==> src/rtl/msx_mouse_pkg.sv <==
// Shared types, defaults and the saturation helper for the MSX mouse port.
package msx_mouse_pkg;

    // Nibble sequencer position: X high, X low, Y high, Y low.
    typedef enum logic [1:0] {
        XH = 2'd0,
        XL = 2'd1,
        YH = 2'd2,
        YL = 2'd3
    } nib_state_t;

    // Idle clk_sys cycles (no stra toggle) before the sequencer resyncs to XH.
    localparam int TIMEOUT_CYCLES_DEF = 100000;

    // Clamp a 10-bit signed intermediate to the 8-bit signed range.
    function automatic logic signed [7:0] sat8(input logic signed [9:0] v);
        if (v > 10'sd127)
            return 8'sd127;
        else if (v < -10'sd128)
            return -8'sd128;
        else
            return $signed(v[7:0]);
    endfunction

endpackage

==> src/rtl/msx_mouse_acc.sv <==
// Saturating 8-bit motion accumulator with snapshot-and-clear.
// A snapshot copies the current total into lat and restarts the total from
// zero; a delta arriving in the same cycle lands on the fresh total.
module msx_mouse_acc
    import msx_mouse_pkg::*;
#(
    parameter bit NEGATE = 1'b0   // 1: subtract the delta instead of adding
) (
    input  logic       clk_sys,
    input  logic       reset,
    input  logic       add,
    input  logic       snap,
    input  logic [8:0] delta,
    output logic [7:0] acc,
    output logic [7:0] lat
);

    logic signed [9:0] d_ext;
    logic signed [9:0] base;
    logic signed [9:0] sum;

    // Widen to 10 bits so -256 can be negated and sums cannot wrap.
    always_comb begin
        d_ext = {delta[8], delta};
        base  = snap ? 10'sd0 : {acc[7], acc[7], acc};
        sum   = NEGATE ? (base - d_ext) : (base + d_ext);
    end

    // Running total and snapshot latch.
    always_ff @(posedge clk_sys or posedge reset) begin
        if (reset) begin
            acc <= '0;
            lat <= '0;
        end else begin
            if (snap)
                lat <= acc;
            if (add)
                acc <= sat8(sum);
            else if (snap)
                acc <= '0;
        end
    end

endmodule

==> src/rtl/msx_mouse_port.sv <==
// PS/2 mouse reports -> MSX port-A mouse nibble protocol.
// Each stra toggle shifts out the next nibble (XH, XL, YH, YL); reading XH
// snapshots both axes. Port A belongs to the mouse from its last report
// until any joystick activity.
module msx_mouse_port
    import msx_mouse_pkg::*;
#(
    parameter int TIMEOUT_CYCLES = TIMEOUT_CYCLES_DEF,
    parameter int TO_W           = 18
) (
    input  logic       clk_sys,
    input  logic       reset,
    input  logic [8:0] mouse_x,
    input  logic [8:0] mouse_y,
    input  logic [7:0] mouse_flags,
    input  logic       mouse_strobe,
    input  logic       joy_active,
    input  logic       stra,
    output logic       mouse_en,
    output logic [5:0] port_out
);

    logic            stra_d;
    logic            tog;
    logic            en_nxt;
    logic            snap;
    nib_state_t      state, state_nxt;
    logic [TO_W-1:0] timeout, timeout_nxt;
    logic [5:0]      port_nxt;
    logic [7:0]      acc_x, acc_y, lat_x, lat_y;

    // X is inverted: PS/2 right-positive vs MSX left-positive.
    msx_mouse_acc #(.NEGATE(1'b1)) u_acc_x (
        .clk_sys (clk_sys),
        .reset   (reset),
        .add     (mouse_strobe),
        .snap    (snap),
        .delta   (mouse_x),
        .acc     (acc_x),
        .lat     (lat_x)
    );

    msx_mouse_acc #(.NEGATE(1'b0)) u_acc_y (
        .clk_sys (clk_sys),
        .reset   (reset),
        .add     (mouse_strobe),
        .snap    (snap),
        .delta   (mouse_y),
        .acc     (acc_y),
        .lat     (lat_y)
    );

    // Sequencer, timeout and port output next-state logic.
    // The enable value taking effect this edge (en_nxt) gates everything,
    // so port_out drops to idle in the same cycle mouse_en clears.
    always_comb begin
        en_nxt      = mouse_strobe | (mouse_en & ~joy_active);
        tog         = stra ^ stra_d;
        snap        = en_nxt & tog & (state == XH);
        state_nxt   = state;
        timeout_nxt = timeout;
        port_nxt    = port_out;
        if (!en_nxt) begin
            state_nxt   = XH;
            timeout_nxt = '0;
            port_nxt    = 6'h3F;
        end else begin
            port_nxt[5:4] = ~mouse_flags[1:0];
            if (tog) begin
                timeout_nxt = TO_W'(TIMEOUT_CYCLES);
                case (state)
                    XH: begin port_nxt[3:0] = acc_x[7:4]; state_nxt = XL; end
                    XL: begin port_nxt[3:0] = lat_x[3:0]; state_nxt = YH; end
                    YH: begin port_nxt[3:0] = lat_y[7:4]; state_nxt = YL; end
                    default: begin port_nxt[3:0] = lat_y[3:0]; state_nxt = XH; end
                endcase
            end else if (timeout != '0) begin
                timeout_nxt = timeout - TO_W'(1);
                if (timeout == TO_W'(1))
                    state_nxt = XH;
            end
        end
    end

    // State registers.
    always_ff @(posedge clk_sys or posedge reset) begin
        if (reset) begin
            mouse_en <= 1'b0;
            stra_d   <= 1'b0;
            state    <= XH;
            timeout  <= '0;
            port_out <= 6'h3F;
        end else begin
            mouse_en <= en_nxt;
            stra_d   <= stra;
            state    <= state_nxt;
            timeout  <= timeout_nxt;
            port_out <= port_nxt;
        end
    end

endmodule

==> config.mk <==
export PLATFORM = sky130hd
export DESIGN_NAME = msx_mouse_port
export DESIGN_NICKNAME = d
export VERILOG_FILES = /design/src/rtl/msx_mouse_pkg.sv /design/src/rtl/msx_mouse_acc.sv /design/src/rtl/msx_mouse_port.sv
export SDC_FILE = /design/constraint.sdc
export NUM_CORES = 1
export LEC_CHECK = 0
export CAP_MARGIN = 40
export CORE_MARGIN = 8
export CORE_UTILIZATION = 55
export CTS_CLUSTER_DIAMETER = 80
export DETAILED_ROUTE_END_ITERATION = 10
export DONT_BUFFER_PORTS = 1
export PLACE_DENSITY = 0.82
export SYNTH_ARGS = -nofsm -noshare
export SYNTH_HDL_FRONTEND = slang
export SYNTH_SLANG_ARGS = --single-unit
==> constraint.sdc <==
create_clock -name clk_sys -period 4.35 [get_ports clk_sys]
set_input_delay 0.435 -clock clk_sys [delete_from_list [all_inputs] [get_ports clk_sys]]
set_output_delay 0.435 -clock clk_sys [all_outputs]
set_load 0.01 [all_outputs]
==> flow_results.xml <==
<?xml version="1.0" encoding="UTF-8"?>
<metrics>
  <group name="critical_path">
    <metric name="cp-startpoint" unit="">mouse_en</metric>
    <metric name="worst_setup_path_endpoint" unit="">u_acc_y.acc[3]</metric>
    <metric name="cp.arrival" unit="ns">3.94</metric>
    <metric name="crit_required" unit="ns">4.53</metric>
    <metric name="worst_setup_path_start_kind" unit="">flop</metric>
    <metric name="reg2reg_to" unit="">u_acc_y.acc[3]</metric>
    <metric name="r2r-start" unit="">mouse_en</metric>
    <metric name="setup_slack_reg_to_reg" unit="ns">0.59</metric>
    <metric name="worstPathMaxFanout" unit="">6</metric>
    <metric name="rr_worst_depth" unit="">13</metric>
    <metric name="critPathCaptureType" unit="">flop</metric>
    <metric name="worst-setup-path-type" unit="">reg -&gt; reg</metric>
  </group>
  <group name="synth">
    <metric name="number_of_storage_elements_in_the_synthesis_netlist" unit="">56</metric>
    <metric name="synthCells" unit="">353</metric>
    <metric name="yosys_warnings" unit="">0</metric>
    <metric name="synth.area.mux_share" unit="">0.04796</metric>
    <metric name="synth_compound_gate_area_share" unit="">0.1662</metric>
    <metric name="combinational_family_with_the_most_area_after_synthesis" unit="">simple AND/OR/NAND/NOR gates</metric>
    <metric name="asyncSetResetFlopFracSynth" unit="">1.000</metric>
    <metric name="synth_xor_area_frac" unit="">0.06058</metric>
    <metric name="total_nets_after_synthesis" unit="">411</metric>
    <metric name="synthFlopType" unit="">dfrtp_1</metric>
    <metric name="synth-adder-area-share" unit="">0.1017</metric>
    <metric name="yosys.area_share.simple" unit="">0.1854</metric>
    <metric name="register_area_share_after_synthesis" unit="">0.4061</metric>
    <metric name="synth_enable_flop_cells" unit="">0</metric>
    <metric name="ys_types" unit="">51</metric>
    <metric name="mappedNetlistArea" unit="um^2">3470</metric>
    <metric name="synth_area_per_cell" unit="um^2">9.829</metric>
  </group>
  <group name="cts">
    <metric name="cts_setup_buffers" unit="">0</metric>
    <metric name="postCtsHoldBufs" unit="">1</metric>
    <metric name="cts.root.buffer_cell" unit="">clkbuf_8</metric>
    <metric name="clock_transition_time_at_the_flip_flop_clock_pins_of_the_worst_setup_and_hold_paths" unit="ns">0.10</metric>
    <metric name="postCtsResizedCells" unit="">0</metric>
    <metric name="numCtsBuffers" unit="">5</metric>
    <metric name="cts_tree" unit="">built</metric>
    <metric name="cts.sink_count" unit="">56</metric>
    <metric name="clock_tree.buffer_depth" unit="">2</metric>
    <metric name="cts_max_level" unit="">2</metric>
    <metric name="worst_skew_late_latency" unit="ns">0.30</metric>
  </group>
  <group name="layout">
    <metric name="most_common_library_cell_in_the_layout_ignoring_fill_and_taps" unit="">dfrtp_1</metric>
    <metric name="synthToLayoutAreaGrowth" unit="%">6.635</metric>
    <metric name="finalNetCount" unit="">417</metric>
    <metric name="area_of_the_multi_input_gates" unit="um^2">1949</metric>
    <metric name="fill_cells" unit="">541</metric>
    <metric name="layout.cells.most_common_list" unit="">dfrtp_1 (50), a21oi_1 (30), nor2_1 (30)</metric>
    <metric name="area.sequential" unit="um^2">1409</metric>
    <metric name="finish.instance_area" unit="um^2">3700</metric>
    <metric name="antenna-diode-count" unit="">0</metric>
    <metric name="post_route_cells_drive_above_1_share" unit="">0.1194</metric>
  </group>
  <group name="floorplan">
    <metric name="placeableCoreArea" unit="um^2">6241</metric>
    <metric name="dieArea" unit="um^2">9106</metric>
    <metric name="floorplan.die.height" unit="um">95.43</metric>
    <metric name="floorplan.io_pins" unit="">38</metric>
    <metric name="horizontal_extent_of_the_die" unit="um">95.43</metric>
    <metric name="rows" unit="">29</metric>
    <metric name="initial_utilization" unit="">0.5559</metric>
  </group>
  <group name="drt">
    <metric name="remaining_drc_errors" unit="">0</metric>
    <metric name="ant_nets" unit="">0</metric>
    <metric name="drt_pass1_iterations" unit="">4</metric>
    <metric name="wl_per_cell" unit="um">15.80</metric>
    <metric name="routed-via-count" unit="">2562</metric>
    <metric name="routed_via_density" unit="">5.863</metric>
    <metric name="detail_route.iter0.violations" unit="">112</metric>
    <metric name="wirelength" unit="um">6905</metric>
  </group>
  <group name="timing">
    <metric name="fmax" unit="MHz">265.8</metric>
    <metric name="setup_tns" unit="ns">0</metric>
    <metric name="rsz0062_at_grt" unit="">false</metric>
    <metric name="worstMarginPinSlew" unit="ns">0.7079</metric>
    <metric name="number_of_hold_violations_in_the_final_report" unit="">0</metric>
    <metric name="finalMaxSlewViolations" unit="">0</metric>
    <metric name="finalCriticalPeriod" unit="ns">3.763</metric>
    <metric name="relSlewSlack" unit="">0.5280</metric>
    <metric name="finalCritPeriodShare" unit="">0.8650</metric>
    <metric name="setup_violations" unit="">0</metric>
    <metric name="clock_skew" unit="ns">0.01188</metric>
  </group>
  <group name="power">
    <metric name="power_density" unit="nW/um^2">697.2</metric>
    <metric name="vdd_drop_max" unit="V">0.0003950</metric>
    <metric name="leakagePower" unit="nW">1.653</metric>
  </group>
  <group name="job">
    <metric name="drv.max_cap_violation_count" unit="">0</metric>
  </group>
  <group name="global_route">
    <metric name="grt_pass1_vias" unit="">2585</metric>
    <metric name="grt_start_max_net_pins" unit="">41</metric>
    <metric name="wire_length_of_the_first_global_routing_pass" unit="um">11380</metric>
    <metric name="grt_antenna_before_repair" unit="">0</metric>
    <metric name="global_route.overflow_total" unit="">0</metric>
    <metric name="grt_use_total" unit="">0.1536</metric>
  </group>
  <group name="hold_path">
    <metric name="hp-class" unit="">in -&gt; reg</metric>
  </group>
  <group name="placed_design">
    <metric name="placed_area" unit="um^2">3583</metric>
    <metric name="post-dp-hpwl" unit="um">5314</metric>
    <metric name="port_buffers" unit="">0</metric>
    <metric name="place.gp.congestion" unit="">0.8101</metric>
  </group>
  <group name="status">
    <metric name="outcome" unit="">finished, final reports clean</metric>
  </group>
</metrics>
-- worst min path at each step --
stage / endpoint / depth (start not counted) / start / slack [ns]
floorplan: stra_d / 0 / stra / 0.47
finish: port_out[4] / 1 / mouse_flags[0] / 0.16
detailed placement: timeout[2] / 1 / reset / 0.32
CTS: port_out[4] / 1 / mouse_flags[0] / 0.15
global route: stra_d / 0 / stra / 0.14
global placement: stra_d / 0 / stra / 0.47
-- Yosys cell counts, types with 2 or more instances --
library cell	n	area [um^2]
buf_2	2	10.01
o21ai_0	7	35.03
nand4b_1	3	26.28
fa_1	2	40.04
xnor2_1	15	131.4
o211ai_1	3	22.52
nor3_1	6	30.03
nor2_1	30	112.6
o21a_1	2	15.01
nand2b_1	8	50.05
a22o_2	2	20.02
a222oi_1	4	40.04
and2_1	18	112.6
dfstp_2	6	157.7
a211oi_1	7	52.55
clkbuf_1	5	18.77
or2_2	2	12.51
or3_1	2	12.51
nand2_1	25	93.84
nand3_1	9	45.04
mux2_2	13	146.4
a22o_1	4	35.03
a221o_1	10	100.1
dfrtp_1	50	1251
a21oi_1	30	150.1
inv_1	18	67.56
or4_1	3	22.52
nor2b_1	5	31.28
nand3b_1	2	15.01
ha_1	25	312.8
nor4_1	3	18.77
a31oi_1	2	12.51
mux2i_1	2	20.02
xor2_1	9	78.83
a21o_1	3	22.52
-- flip-flops by register name, summed over array words and instances, names as in the netlist --
name,flops
stra_d,1
timeout,18
u_acc_y.acc,8
u_acc_x.acc,8
mouse_en,1
state,2
u_acc_x.lat,4
u_acc_y.lat,8
port_out,6
-- cell families (layout without fill, tap and decap cells) --
group	count (synthesis)	after routing
simple gates	122	122
compound gates	82	82
flops	56	56
fa+ha+maj	27	27
buf+inv	27	34
xor+xnor	24	24
mux	15	15
-- layout make-up --
cell class,count,share of cell area
Multi-Input combinational cell,270,0.5269
Sequential cell,56,0.3808
Tap cell,77,0.02604
Clock buffer,7,0.02063
Inverter,19,0.01928
Timing Repair Buffer,7,0.01826
Clock inverter,1,0.008116
-- through the flow --
stage          cells  hold WS [ns]  worst slack, ns    util  power [mW]
3_5_place_dp     428        0.3210           0.5432  0.5742       2.252
3_3_place_gp     426        0.4667           0.6583  0.5698       2.180
6_report         437        0.1568           0.5873  0.5928       2.580
5_1_grt          437        0.1436           0.3735  0.5928       2.778
4_1_cts          437        0.1484           0.5691  0.5928       2.584
2_1_floorplan    353        0.4664           0.4693       -       1.981
-- metal layers --
layer  vias up  share of wire  GRT usage
li1       1276              -          -
met1      1229           0.46     0.1826
met2        47           0.49     0.2756
met3        10          0.027    0.01969
met4         0          0.017    0.05890
met5         -              0          0
-- power by group --
group          leakage [nW]  internal [mW]  switching, mW  total [mW]
combinational         0.920          0.672          0.711        1.38
sequential            0.680          0.722          0.149       0.871
clock                0.0524          0.172          0.154       0.326
total                  1.65           1.57           1.01        2.58
-- critical path, stage by stage (launching register included) --
cell and delay, ns:
dfrtp_1 0.41, a21oi_1 0.13, nor2_1 0.24, nand2_1 0.22
and2_1 0.22, ha_1 0.21, fa_1 0.42, a211oi_1 0.41
nor3_2 0.10, mux2i_1 0.15, a2111oi_2 0.41, a21oi_1 0.18
and2_1 0.25, a221o_1 0.28
(Power assumes the default switching activity.)
